**config.mk**
```make
export PLATFORM = sky130hd
export DESIGN_NAME = sram_rw_sequencer
export DESIGN_NICKNAME = d
export VERILOG_FILES = /design/src/rtl/sram_rw_sequencer.sv
export SDC_FILE = /design/constraint.sdc
export NUM_CORES = 1
export LEC_CHECK = 0
export BUFFER_PORTS_ARGS = -buffer_cell sky130_fd_sc_hd__buf_2
export CORE_MARGIN = 2
export CORE_UTILIZATION = 45
export DETAILED_ROUTE_END_ITERATION = 8
export PLACE_DENSITY = 0.74
export SETUP_SLACK_MARGIN = 0.1
export SYNTH_ARGS = -nofsm -noshare
export SYNTH_HDL_FRONTEND = slang
export SYNTH_SLANG_ARGS = --single-unit
```
**constraint.sdc**
```tcl
create_clock -name clk -period 5.5 [get_ports clk]
set_clock_uncertainty 0.15 [all_clocks]
set_input_delay 1.1 -clock clk [delete_from_list [all_inputs] [get_ports clk]]
set_output_delay 1.1 -clock clk [all_outputs]
set_load 0.02 [all_outputs]
```
**src/rtl/sram_rw_sequencer.sv**
```systemverilog
// SRAM request/response responder for one compute macro.
// Takes one read or write request at a time and steps the analog block
// through precharge, wordline (plus write drive) and sense-amp phases.
// Read data is captured from the sense amps and returned with a
// one-cycle valid pulse. All analog controls come straight from flops.
module sram_rw_sequencer #(
  parameter int unsigned numRows   = 128,
  parameter int unsigned numCols   = 32,
  parameter int unsigned pchCycles = 1,
  parameter int unsigned wlCycles  = 2,
  parameter int unsigned saCycles  = 1
) (
  input  logic                       clk,
  input  logic                       nrst,
  // Digital request/response side
  input  logic                       rq_wr_i,
  input  logic                       rq_valid_i,
  output logic                       rq_ready_o,
  output logic                       rd_valid_o,
  output logic [numCols-1:0]         rd_data_o,
  input  logic [numCols-1:0]         wr_data_i,
  input  logic [$clog2(numRows)-1:0] addr_i,
  // Analog side
  output logic [numRows-1:0]         WL,
  output logic                       PCH,
  output logic                       WRITE,
  output logic [numCols-1:0]         WR_DATA,
  output logic [numCols-1:0]         CSEL,
  output logic                       SAEN,
  input  logic [numCols-1:0]         SA_OUT
);

  localparam int unsigned AddrW   = $clog2(numRows);
  localparam int unsigned AddrWp1 = AddrW + 1;

  // One shared phase counter, wide enough for the longest phase.
  localparam int unsigned PwMax     = (pchCycles > wlCycles) ? pchCycles : wlCycles;
  localparam int unsigned MaxCycles = (PwMax > saCycles) ? PwMax : saCycles;
  localparam int unsigned CntW      = (MaxCycles > 1) ? $clog2(MaxCycles) : 1;

  localparam logic [CntW-1:0] PchLast = CntW'(pchCycles - 1);
  localparam logic [CntW-1:0] WlLast  = CntW'(wlCycles - 1);
  localparam logic [CntW-1:0] SaLast  = CntW'(saCycles - 1);
  localparam logic [CntW-1:0] CntOne  = CntW'(1);

  // One extra bit so numRows itself is representable for the range check.
  localparam logic [AddrW:0] RowLimit = AddrWp1'(numRows);

  typedef enum logic [2:0] {
    StIdle,
    StPrecharge,
    StWordline,
    StSense,
    StRespond
  } state_e;

  state_e               state_q;
  logic [CntW-1:0]      cnt_q;
  logic                 req_wr_q;
  logic [AddrW-1:0]     req_addr_q;
  logic [numCols-1:0]   req_data_q;

  logic                 addr_in_range;
  logic [numRows-1:0]   wl_decode;

  // Ready is purely the idle state so it is already high during reset.
  assign rq_ready_o = (state_q == StIdle);

  // Only possible for non-power-of-two row counts; such rows get no wordline.
  assign addr_in_range = ({1'b0, req_addr_q} < RowLimit);

  // One-hot wordline pattern for the latched row.
  always_comb begin
    wl_decode = '0;
    if (addr_in_range) begin
      wl_decode[req_addr_q] = 1'b1;
    end
  end

  // Sequencer: state, phase counter, latched request and all registered outputs.
  always_ff @(posedge clk or negedge nrst) begin
    if (!nrst) begin
      state_q    <= StIdle;
      cnt_q      <= '0;
      req_wr_q   <= 1'b0;
      req_addr_q <= '0;
      req_data_q <= '0;
      WL         <= '0;
      PCH        <= 1'b0;
      WRITE      <= 1'b0;
      WR_DATA    <= '0;
      CSEL       <= '0;
      SAEN       <= 1'b0;
      rd_valid_o <= 1'b0;
      rd_data_o  <= '0;
    end else begin
      unique case (state_q)
        StIdle: begin
          if (rq_valid_i) begin
            req_wr_q   <= rq_wr_i;
            req_addr_q <= addr_i;
            req_data_q <= wr_data_i;
            cnt_q      <= '0;
            PCH        <= 1'b1;
            state_q    <= StPrecharge;
          end
        end

        StPrecharge: begin
          if (cnt_q == PchLast) begin
            cnt_q   <= '0;
            PCH     <= 1'b0;
            WL      <= wl_decode;
            CSEL    <= '1;
            WRITE   <= req_wr_q;
            WR_DATA <= req_wr_q ? req_data_q : '0;
            state_q <= StWordline;
          end else begin
            cnt_q <= cnt_q + CntOne;
          end
        end

        StWordline: begin
          if (cnt_q == WlLast) begin
            cnt_q   <= '0;
            WL      <= '0;
            WRITE   <= 1'b0;
            WR_DATA <= '0;
            if (req_wr_q) begin
              CSEL    <= '0;
              state_q <= StIdle;
            end else begin
              SAEN    <= 1'b1;
              state_q <= StSense;
            end
          end else begin
            cnt_q <= cnt_q + CntOne;
          end
        end

        StSense: begin
          if (cnt_q == SaLast) begin
            cnt_q      <= '0;
            SAEN       <= 1'b0;
            CSEL       <= '0;
            // No row was driven for an out-of-range address, so the amps hold garbage.
            rd_data_o  <= addr_in_range ? SA_OUT : '0;
            rd_valid_o <= 1'b1;
            state_q    <= StRespond;
          end else begin
            cnt_q <= cnt_q + CntOne;
          end
        end

        StRespond: begin
          cnt_q      <= '0;
          rd_valid_o <= 1'b0;
          state_q    <= StIdle;
        end

        default: begin
          cnt_q   <= '0;
          state_q <= StIdle;
        end
      endcase
    end
  end

endmodule

```
Word level (Yosys, flattened, before mapping)
Cells that the tools add are included.
- order comparisons: 2
- bitwise logic cells: 1
- mux-type cells: 35
- reduce and logical (&&, ||, !) cells: 16
- add/sub/neg operators: 1
- equality and inequality tests: 10
- operators by type and width (cell ; count):
    $mux 128 ; 2
    $pmux 128 s2 ; 1
    $mux 32 ; 7
    $pmux 32 s3 ; 1
    $pmux 32 s2 ; 1
    $mux 3 ; 4
    $ne 2x2->1 const B ; 6
    $pmux 3 s4 ; 1
    $mux 1 ; 11
    $lt 7x8->1 const B ; 1
    $pmux 1 s2 ; 4
    $reduce_and 4->1 ; 2
    $reduce_bool 2->1 ; 4
    $demux 1 s7 ; 1
    $ge 7x1->1 const B ; 1
    $eq 3x2->1 const B ; 2
    $reduce_and 2->1 ; 3
    $reduce_and 3->1 ; 2
    $reduce_and 5->1 ; 1
    $eq 3x1->1 const B ; 1
    $eq 3x3->1 const B ; 1
    $logic_not 3->1 ; 1
    $pmux 1 s3 ; 1
    $reduce_bool 3->1 ; 1
    other kinds (5) ; 5
- word-level logic and storage cells: 78
- bits of input ports: 75
- output and inout port bits: 229
- register bits after elaboration: 272

Depth between registers and ports, before layout
- depth in word-level cells: 6
- gate-level depth with buffers: 6
- mapped depth without buffers: 3

Least setup slack after synthesis
OpenSTA, ideal clock, no wires.
- kind: register to output
- start point: reg CSEL[30] (netlist name)
- end point: out CSEL[10]
- cell stages (with the launch flop): 2
- data arrival time: 1.175 ns
- slack: 3.075 ns
- path buffers: 1
- required time: 4.250 ns
- path through: dfrtp_1 buf_4
- RTL lines (element ; line ; text):
    to (decl) ; 28 ; output logic [numCols-1:0] CSEL,

==> impl_metrics.tcl <==
set metrics [dict create \
    synth_cell_types 39 \
    timing.critical_path.arrival_ps 1610 \
    ys_async_sr_fraction 1.000 \
    drt_drc_violations_left 0 \
    rows 52 \
    critical_path_peak_fanout 34 \
    worst_hold_check_path_type "primary input to async pin" \
    status "finished, final reports clean" \
    gp_congestion 0.7386 \
    final_setup_viols 0 \
    worst_stage_delay_on_the_critical_path_ps 800 \
    layout-area-overhead-vs-synth_pct 25.87 \
    max_slew_margin 0.2871 \
    clk_path_buf_depth 3 \
    final_hold_viol_count 0 \
    crit_buf_inv 1 \
    reg2reg_depth 4 \
    yosysWarnings 0 \
    clock-sinks 241 \
    layout.filler_cells 1684 \
    synth-adder-area-share 0 \
    total_standard_cell_area_after_synthesis_um2 9314 \
    global_route.usage.total 0.2034 \
    postCtsResizedCells 0 \
    period_needed_ps 2856 \
    synth_flop_cell "dfrtp_1" \
    synth_compound_area_frac 0.1612 \
    core-area_um2 20300 \
    tightestPinTransition_ps 1061 \
    p_per_area_nw_per_um2 567.1 \
    timing.critical_path.slowest_stage_cell "dfrtp_1" \
    post_synth_xor_area_fraction 0 \
    setup.reg_to_reg.worst_slack_ps 3100 \
    vias 6291 \
    drt_iter0_drc 338 \
    path_clk_slew_ps 60 \
    netlist_top_cells_area "dfrtp_1, a22o_1, mux2_2, o2bb2ai_1, buf_4" \
    final_min_period_over_clock_period 0.5193 \
    grt_max_degree 162 \
    grt_pass1_wl_um 35400 \
    reg2reg_to "WL[48]" \
    synth_largest_area_cell "dfrtp_1" \
    cts-hold-fix-buffers 0 \
    power.total_mw 6.649 \
    synth_simple_gate_area_frac 0.05400 \
    critical_path_class "flop to primary output" \
    max_freq_ghz 0.3501 \
    reg2reg_from "state_q[1]" \
    dp_hpwl_um 15320 \
    timing.critical_path.cells "buf_2" \
    antenna_found_initial 1 \
    syn_inst 644 \
    critical_path.startpoint_type "flop" \
    clock-root-buffer "clkbuf_16" \
    detail-route-antenna-nets 0 \
    grt_setup_unrepaired "false" \
    route.detailed.vias_per_inst 5.282 \
    final-max-slew-violation-count 0 \
    final_common_cell "buf_2" \
    floorplan.die.height_um 147.9 \
    number_of_levels_the_h_tree_was_split_into 1 \
    ys_seq_elements 241 \
    worstSkewPairLatency_ps 520 \
    synth_seq_area_share 0.6475 \
    grt_remaining_overflow 0 \
    totalNegativeSetupSlack_ps 0 \
    cp_top_family "flip-flops" \
    layout.cells.most_common_list "buf_2, dfrtp_1, a22o_1, mux2_2, o2bb2ai_1" \
    cts_tree "built" \
    routed_wl_um 22660 \
    power.leakage_nw 5.988 \
    synthMuxAreaShare 0.08584 \
    grt_pass1_vias 6207 \
    cts-buffers-inserted 26 \
    die_width_um 147.9 \
    postCtsSetupRepairBufs 0 \
    start_util 0.4588 \
    max_cap_viol_count 0 \
    buffer_ports.inserted 303 \
    final_net_count 978 \
    endpoint_kind "primary output" \
    synth_area_per_cell_um2 14.46 \
    io_pins 304 \
    dominant_combinational_cell_family_by_area_after_synthesis "compound AO/OA/AOI/OAI gates" \
    layout_cell_share_with_drive_strength_beyond_1 0.4793 \
    synth_fp_nets 719 \
    avgRoutedWirePerCell_um 19.03 \
    worstPathRequired_ps 4250 \
    drt_pre_antenna_iters 5 \
    synth-edff-count 0 \
    post-synth-top-area-fraction 0.6475 \
    die_area_um2 21860 \
    vdd_ir_drop_max_v 0.0004047 \
]
## logic make-up (layout without fill, tap and decap cells)
logic type / count (synthesis) / after routing
AND/OR/NAND/NOR: 72 / 72
buffers and inverters: 84 / 360
multiplexers: 71 / 71
AO/OA/AOI/OAI: 176 / 176
flip-flops: 241 / 241
other: 0 / 1
## Yosys cell counts (4+ instances only)
cell	n
inv_1	4
o2bb2ai_1	48
a22o_1	113
or2_4	4
nand2b_1	4
dfrtp_1	241
nor3_1	10
and2_1	4
nor2_4	4
nor2_1	6
buf_1	4
buf_2	20
nand2_1	11
nor2b_1	4
o21ai_0	5
clkbuf_1	22
a21oi_1	6
buf_4	31
or2_2	4
mux2_2	71
## report_power, final
part	switching (mW)	total, mW	internal (mW)
clock network	0.674	1.80	1.12
registers	0.368	2.61	2.24
logic	1.39	2.24	0.850
## stage by stage
step           std cells  area [um2]  hold slack, ps  setup WS (ps)    util
2_1_floorplan        644        9314           312.0           3075       -
3_3_place_gp        1145       10830           307.0           3073  0.5336
3_5_place_dp        1145       10830           310.6           3062  0.5336
4_1_cts             1190       11720           304.0           2593  0.5774
5_1_grt             1190       11720           314.9           2468  0.5774
6_report            1191       11720           308.4           2644  0.5775
## layout make-up
| type | count | area, um2 | share of cell area |
|---|---|---|---|
| well taps | 270 | 337.8 | 0.02882 |
| multi-input cells | 319 | 2836 | 0.2419 |
| inverters | 4 | 15.01 | 0.001281 |
| repair buffers | 311 | 1612 | 0.1375 |
| flip-flops and latches | 241 | 6031 | 0.5144 |
| clock inverters | 8 | 146.4 | 0.01249 |
| diodes | 1 | 2.502 | 0.0002134 |
| clock buffers | 37 | 743.2 | 0.06339 |
## worst max-delay path by stage
stage,start,endpoint,cells past startpoint
2_1_floorplan,CSEL[30],CSEL[10],1
3_3_place_gp,nrst,WR_DATA[23],2
3_5_place_dp,nrst,WR_DATA[23],2
4_1_cts,CSEL[30],CSEL[6],1
5_1_grt,CSEL[30],CSEL[6],1
6_report,CSEL[30],CSEL[6],1
## flip-flops by register name (all words and copies together), names as in the netlist
name        flops
req_addr_q      7
WRITE           1
CSEL            1
PCH             1
cnt_q           1
SAEN            1
WR_DATA        32
req_wr_q        1
rd_valid_o      1
WL            128
req_data_q     32
rd_data_o      32
state_q         3
## routing by layer
layer	wire length [um]	global-route usage	up-vias
met5	9	0	-
met1	9790	0.2903	3128
li1	-	-	2884
met2	10530	0.3149	234
met4	570	0.05286	2
met3	1761	0.05062	43
Note: power is estimated with default switching activity, not from simulation.
